**src/rtl/math_game_pkg.sv**
```systemverilog
// Shared types and constants for the mental-arithmetic round sequencer.
// Contents: round FSM state enum, datapath widths, streak ceiling,
// and helpers for tick-counter sizing and the LED thermometer.
package math_game_pkg;

  typedef enum logic [2:0] {
    ST_IDLE,
    ST_SHOW,
    ST_GAP,
    ST_WAIT_ANS,
    ST_JUDGE,
    ST_RESULT
  } state_t;

  localparam int unsigned OPERAND_W  = 5;
  localparam int unsigned SUM_W      = 8;
  localparam int unsigned STREAK_W   = 3;
  localparam int unsigned STREAK_MAX = 7;
  localparam int unsigned LED_W      = 7;

  function automatic int unsigned max2(input int unsigned a, input int unsigned b);
    return (a > b) ? a : b;
  endfunction

  // Bit i is lit when the streak exceeds i (streak=3 -> 0000111).
  function automatic logic [LED_W-1:0] thermo(input logic [STREAK_W-1:0] s);
    logic [LED_W-1:0] t;
    t = '0;
    for (int unsigned i = 0; i < LED_W; i++) begin
      t[i] = (i < {29'b0, s});
    end
    return t;
  endfunction

endpackage

```
**src/rtl/math_round_ctrl_streak_bar.sv**
```systemverilog
// streak_bar: saturating win-streak counter and LED thermometer.
// Ports:
//   clk, rst     - clock, asynchronous active-high reset
//   judge_i      - one-cycle pulse when a round is judged
//   correct_i    - verdict accompanying judge_i
//   streak_o     - consecutive correct rounds, saturating at STREAK_MAX
//   led_bar_o    - registered thermometer of streak_o, one cycle behind it
module streak_bar
  import math_game_pkg::*;
(
  input  logic                clk,
  input  logic                rst,
  input  logic                judge_i,
  input  logic                correct_i,
  output logic [STREAK_W-1:0] streak_o,
  output logic [LED_W-1:0]    led_bar_o
);

  logic [STREAK_W-1:0] streak_q, streak_d;
  logic [LED_W-1:0]    led_q;

  always_comb begin
    streak_d = streak_q;
    if (judge_i) begin
      if (!correct_i) begin
        streak_d = '0;
      end else if (streak_q != STREAK_W'(STREAK_MAX)) begin
        streak_d = streak_q + 1'b1;
      end
    end
  end

  always_ff @(posedge clk or posedge rst) begin
    if (rst) begin
      streak_q <= '0;
      led_q    <= '0;
    end else begin
      streak_q <= streak_d;
      led_q    <= thermo(streak_q);
    end
  end

  assign streak_o  = streak_q;
  assign led_bar_o = led_q;

endmodule

```
**src/rtl/math_round_ctrl.sv**
```systemverilog
// math_round_ctrl: round sequencer for the mental-arithmetic game.
// Shows NUM_TERMS LFSR operands (each SHOW_TICKS cycles, then GAP_TICKS
// blank), accumulates their sum, waits for the player's answer, judges it
// and holds the correct total for RESULT_TICKS cycles.
// Ports:
//   clk, rst        - clock, asynchronous active-high reset
//   start           - pulse, begins a round (ignored while busy)
//   rnd_in          - current LFSR output, sampled at each operand capture
//   answer, submit  - player answer and commit pulse (WAIT_ANS only)
//   disp_val        - binary value for the BCD converter
//   disp_blank      - display blank request
//   busy            - round in progress
//   result_valid    - one-cycle pulse during judging
//   result_correct  - verdict of last judged round
//   streak, led_bar - win streak and its thermometer
// Build option: define ANSWER_TIMEOUT_EN to time out WAIT_ANS after
// ANS_TICKS cycles with a forced wrong answer.
module math_round_ctrl
  import math_game_pkg::*;
#(
  parameter int unsigned NUM_TERMS    = 5,
  parameter int unsigned SHOW_TICKS   = 10,
  parameter int unsigned GAP_TICKS    = 2,
  parameter int unsigned RESULT_TICKS = 10,
  parameter int unsigned ANS_TICKS    = 200
) (
  input  logic                clk,
  input  logic                rst,
  input  logic                start,
  input  logic [OPERAND_W-1:0] rnd_in,
  input  logic [SUM_W-1:0]    answer,
  input  logic                submit,
  output logic [SUM_W-1:0]    disp_val,
  output logic                disp_blank,
  output logic                busy,
  output logic                result_valid,
  output logic                result_correct,
  output logic [STREAK_W-1:0] streak,
  output logic [LED_W-1:0]    led_bar
);

  localparam int unsigned TICK_MAX =
    max2(max2(SHOW_TICKS, GAP_TICKS), max2(RESULT_TICKS, ANS_TICKS));
  localparam int unsigned TICK_W = $clog2(TICK_MAX + 1);

  state_t               state_q, state_d;
  logic [TICK_W-1:0]    tick_q, tick_d;
  logic [2:0]           term_q, term_d;
  logic [OPERAND_W-1:0] operand_q, operand_d;
  logic [SUM_W-1:0]     sum_q, sum_d;
  logic [SUM_W-1:0]     ans_q, ans_d;
  logic                 correct_q, correct_d;
  logic                 judge_ok;

  assign judge_ok = (ans_q == sum_q);

  always_comb begin
    state_d    = state_q;
    tick_d     = tick_q + 1'b1;
    term_d     = term_q;
    operand_d  = operand_q;
    sum_d      = sum_q;
    ans_d      = ans_q;
    correct_d  = correct_q;
    disp_val   = '0;
    disp_blank = 1'b1;

    unique case (state_q)
      ST_IDLE: begin
        tick_d = '0;
        if (start) begin
          state_d   = ST_SHOW;
          operand_d = rnd_in;
          sum_d     = {3'b0, rnd_in};
          term_d    = '0;
        end
      end
      ST_SHOW: begin
        disp_val   = {3'b0, operand_q};
        disp_blank = 1'b0;
        if (tick_q == TICK_W'(SHOW_TICKS - 1)) begin
          state_d = ST_GAP;
          tick_d  = '0;
        end
      end
      ST_GAP: begin
        if (tick_q == TICK_W'(GAP_TICKS - 1)) begin
          tick_d = '0;
          if (term_q == 3'(NUM_TERMS - 1)) begin
            state_d = ST_WAIT_ANS;
          end else begin
            state_d   = ST_SHOW;
            term_d    = term_q + 1'b1;
            operand_d = rnd_in;
            sum_d     = sum_q + {3'b0, rnd_in};
          end
        end
      end
      ST_WAIT_ANS: begin
        disp_val   = answer;
        disp_blank = 1'b0;
`ifdef ANSWER_TIMEOUT_EN
        // A submit on the expiry cycle takes priority over the timeout.
        if (submit) begin
          ans_d   = answer;
          state_d = ST_JUDGE;
          tick_d  = '0;
        end else if (tick_q == TICK_W'(ANS_TICKS - 1)) begin
          ans_d   = 8'hFF;
          state_d = ST_JUDGE;
          tick_d  = '0;
        end
`else
        tick_d = '0;
        if (submit) begin
          ans_d   = answer;
          state_d = ST_JUDGE;
        end
`endif
      end
      ST_JUDGE: begin
        disp_val   = ans_q;
        disp_blank = 1'b0;
        correct_d  = judge_ok;
        state_d    = ST_RESULT;
        tick_d     = '0;
      end
      ST_RESULT: begin
        disp_val   = sum_q;
        disp_blank = 1'b0;
        if (tick_q == TICK_W'(RESULT_TICKS - 1)) begin
          state_d = ST_IDLE;
          tick_d  = '0;
        end
      end
      default: begin
        state_d = ST_IDLE;
        tick_d  = '0;
      end
    endcase
  end

  always_ff @(posedge clk or posedge rst) begin
    if (rst) begin
      state_q   <= ST_IDLE;
      tick_q    <= '0;
      term_q    <= '0;
      operand_q <= '0;
      sum_q     <= '0;
      ans_q     <= '0;
      correct_q <= 1'b0;
    end else begin
      state_q   <= state_d;
      tick_q    <= tick_d;
      term_q    <= term_d;
      operand_q <= operand_d;
      sum_q     <= sum_d;
      ans_q     <= ans_d;
      correct_q <= correct_d;
    end
  end

  assign busy         = (state_q != ST_IDLE);
  assign result_valid = (state_q == ST_JUDGE);
  // Verdict is visible alongside the judge pulse, then held from the register.
  assign result_correct = (state_q == ST_JUDGE) ? judge_ok : correct_q;

  streak_bar u_streak_bar (
    .clk       (clk),
    .rst       (rst),
    .judge_i   (result_valid),
    .correct_i (judge_ok),
    .streak_o  (streak),
    .led_bar_o (led_bar)
  );

endmodule

```
**config.mk**
```make
export PLATFORM = sky130hd
export DESIGN_NAME = math_round_ctrl
export DESIGN_NICKNAME = d
export VERILOG_FILES = /design/src/rtl/math_game_pkg.sv /design/src/rtl/math_round_ctrl_streak_bar.sv /design/src/rtl/math_round_ctrl.sv
export SDC_FILE = /design/constraint.sdc
export NUM_CORES = 1
export LEC_CHECK = 0
export BUFFER_PORTS_ARGS = -buffer_cell sky130_fd_sc_hd__buf_4
export CAP_MARGIN = 20
export CORE_UTILIZATION = 40
export CTS_CLUSTER_DIAMETER = 150
export CTS_CLUSTER_SIZE = 28
export DETAILED_ROUTE_END_ITERATION = 10
export PLACE_DENSITY = 0.68
export SLEW_MARGIN = 40
export SYNTH_ARGS = -nofsm -noshare
export SYNTH_HDL_FRONTEND = slang
export SYNTH_SLANG_ARGS = --single-unit
export TNS_END_PERCENT = 1
```
**constraint.sdc**
```tcl
create_clock -name clk -period 6.1 [get_ports clk]
set_clock_uncertainty 0.15 [all_clocks]
set_input_delay 0.61 -clock clk [delete_from_list [all_inputs] [get_ports clk]]
set_output_delay 0.61 -clock clk [all_outputs]
set_load 0.1 [all_outputs]
```
==> flow_metrics.env <==
export IMPL_finalHoldViolations=0
export IMPL_p_total_mw=1.714
export IMPL_grt_max_degree=47
export IMPL_power_switching_mw=0.8873
export IMPL_switching_share=0.5177
export IMPL_final_common_cell="dfrtp_1"
export IMPL_syn_area_um2=2532
export IMPL_ant_nets=0
export IMPL_drtIter0Drc=137
export IMPL_drt_total_wl_mm=5.310
export IMPL_die_h_um=81.57
export IMPL_io_buffers=38
export IMPL_synth_mux_area_frac=0.1072
export IMPL_cts_buffer_depth=2
export IMPL_hpwl_mm=3.839
export IMPL_route_met3_wl_um=271
export IMPL_finalSetupViolCount=0
export IMPL_antenna_cells=0
export IMPL_p_leak_nw=1.466
export IMPL_antenna_found_initial=0
export IMPL_cts_sinks=46
export IMPL_cp_data_arrival_time_ns=2.19
export IMPL_clockPowerShare=0.134
export IMPL_gp_congestion=0.7642
export IMPL_post_cts_buffers=0
export IMPL_ir_drop_v=0.0003682
export IMPL_synthXorXnorAreaFrac=0.06571
export IMPL_synth_avg_cell_area_um2=10.09
export IMPL_fmax_ghz=0.3391
export IMPL_rsz0062_at_grt="no"
export IMPL_tightest_slew_ns=0.7556
export IMPL_grt_pass1_vias=1796
export IMPL_power_density_nw_per_um2=569.6
export IMPL_grt_pass1_wl_mm=8.845
export IMPL_ys_seq_elements=46
export IMPL_p_int_mw=0.8267
export IMPL_critPathKind="flop to primary output"
export IMPL_comb_power_share=0.559
export IMPL_power_frac_seq=0.307
export IMPL_cts_root_buf="clkbuf_8"
export IMPL_layout_common_cells="dfrtp_1, buf_4, nand2_1, o21ai_0, mux2i_1"
export IMPL_synthDistinctLibCells=43
export IMPL_grt_overflow_total=0
export IMPL_die_area_um2=6654
export IMPL_clk_transition_reported_paths_ns=0.09
export IMPL_crit_path_top_delay_cell="dfrtp_1"
export IMPL_crit_chain="nand2b_1 -> nand2b_1 -> o21ai_0 -> buf_4"
export IMPL_area_growth_syn_to_layout_pct=18.82
export IMPL_die_width_um=81.57
export IMPL_highest_layer="met4"
export IMPL_drc_errors=0
export IMPL_hold_class="input pin to async pin"
export IMPL_synth_top_family_by_area="simple AND/OR/NAND/NOR gates"
export IMPL_cts_hold_buf=0
export IMPL_crit_path_end_kind="primary output"
export IMPL_ys_warn_count=0
export IMPL_cp_required_ns=5.34
export IMPL_crit_buf_inv=1
export IMPL_drive_gt1_frac=0.2138
export IMPL_initial_utilization=0.4203
export IMPL_layout_nets=318
export IMPL_wl_met1_mm=2.503
export IMPL_cts_resized=0
export IMPL_critical_path_top_delay_family="simple AND/OR/NAND/NOR gates"
export IMPL_wire_per_inst_um=14.55
export IMPL_synth_seq_area_share=0.4545
export IMPL_post_route_period_util=0.4835
export IMPL_final_max_slew_violation_count=0
export IMPL_tritoncts="yes"
export IMPL_grt_usage=0.1784
export IMPL_via_per_inst=5.233
export IMPL_cp_start_kind="flop"
export IMPL_drv_cap=0
export IMPL_synthCells=251
export IMPL_synth_compound_area_share=0.1156
export IMPL_synthAdderAreaFrac=0.06225
export IMPL_io_pins=39
export IMPL_cpMostUsedCell="nand2b_1"
export IMPL_firstDrtPassIters=4
export IMPL_fin_tns_setup_ns=0
export IMPL_synthSimpleGateAreaFrac=0.1650
export IMPL_syn_nets=280
export IMPL_status="completed"
export IMPL_numCtsBuffers=5
export IMPL_rows=28
export IMPL_max_slew_margin=0.4962
export IMPL_vias=1910
export IMPL_fin_util=0.4994
export IMPL_clkLatencyLatePin_ns=0.31
export IMPL_ctsHtreeMaxLevel=2
export IMPL_worstPathMaxFanout=15
export IMPL_fillCellCount=573
export IMPL_cpPeakStageDelay_ns=0.60
export IMPL_period_minus_slack_ns=2.949
export IMPL_core_um2=6026
export IMPL_dr_wl_met2_mm=2.447
[logic make-up (layout without fill, tap and decap cells)]
family,count (synthesis),count (layout)
simple gates,85,85
mux,26,26
flops,46,46
buf+inv,19,58
compound gates,44,44
fa+ha+maj,12,12
xor+xnor,19,19
[synth_stat cells (all sizes together)]
library cell / number / area (um^2)
nor3b: 1 / 7.510
a211oi: 1 / 7.510
inv: 10 / 37.54
or3: 3 / 18.77
dfrtp: 46 / 1151
o21ai: 18 / 90.09
and4: 1 / 8.760
a22o: 3 / 26.28
xnor2: 4 / 35.03
o211ai: 1 / 7.510
o22ai: 5 / 31.28
a21o: 1 / 7.510
nor3: 2 / 10.01
and2: 4 / 25.02
o21a: 2 / 15.01
ha: 11 / 137.6
o21bai: 1 / 7.510
nand2: 33 / 131.4
nand3: 7 / 35.03
fa: 1 / 20.02
nand2b: 7 / 43.79
nor2b: 2 / 12.51
clkbuf: 4 / 15.01
nand4: 1 / 6.260
nor2: 16 / 60.06
mux2i: 17 / 170.2
o41ai: 2 / 36.29
o31ai: 1 / 7.510
or2: 1 / 6.260
and3: 3 / 18.77
xor2: 15 / 131.4
or4: 1 / 7.510
mux2: 9 / 101.4
or4b: 1 / 13.76
a21oi: 6 / 30.03
o2bb2ai: 1 / 8.760
nor4: 2 / 12.51
o311ai: 1 / 8.760
buf: 5 / 22.52
o2111ai: 1 / 8.760
[registers in the layout, summed over array words and instances, names as in the netlist]
| signal | cells |
|---|---|
| ans_q | 8 |
| u_streak_bar.led_bar_o | 7 |
| state_q | 3 |
| term_q | 3 |
| u_streak_bar.streak_o | 3 |
| sum_q | 8 |
| correct_q | 1 |
| tick_q | 8 |
| operand_q | 5 |
[path summary, 6_finish.rpt]
kind                              startpoint             end  slack (ns)  cells past startpoint
max in group asynchronous                rst      state_q[0]        5.10                      3
worst max-delay path              state_q[1]  result_correct        3.15                      4
worst max register to register     tick_q[1]        sum_q[5]        3.56                      7
worst min register to register  operand_q[0]    operand_q[0]        0.34                      2
min in group clk                operand_q[0]    operand_q[0]        0.34                      2
worst min-delay path                     rst       tick_q[5]        0.30                      3
[routing by layer]
metal,vias up,global-route usage
met2,42,0.2750
met4,0,0.06842
met3,7,0.04222
met5,-,0
met1,908,0.2420
li1,953,-
[final cells by class]
class                      count  area, um^2  share of cell area
sequential                    46        1151              0.3825
timing repair buffer          40       300.3             0.09979
inverter                      10       37.54             0.01247
tap                           75       93.84             0.03118
clock inverter                 3       45.04             0.01497
multi-input combinational    186        1313              0.4362
clock buffer                   5       68.82             0.02287
[worst reg2reg max path, stage by stage, from the launching register on]
cell and delay [ns]:
dfrtp_1 0.41, inv_1 0.07, ha_1 0.13, or4b_4 0.47
o41ai_4 0.45, nand2_4 0.23, or3_1 0.41, a21oi_1 0.16
[stage by stage]
stage	hold slack, ns	setup WS (ns)	area, um^2	cells
after floorplan	0.2950	2.078	2532	251
after global placement	0.3117	3.428	2889	357
after detailed placement	0.3235	3.378	2889	357
after CTS	0.3171	3.116	3003	365
after global routing	0.3446	2.958	3009	365
final	0.2998	3.151	3009	365
[power by group through the flow]
stage | logic (mW) | clock network (mW) | registers (mW)
after CTS | 0.961 | 0.237 | 0.524
final | 0.958 | 0.230 | 0.525
after floorplan | 0.811 | 0 | 0.477
after global routing | 1.04 | 0.249 | 0.543
after global placement | 0.940 | 0 | 0.526
after detailed placement | 0.958 | 0 | 0.530
No activity file was read; power rests on OpenSTA's default activity.
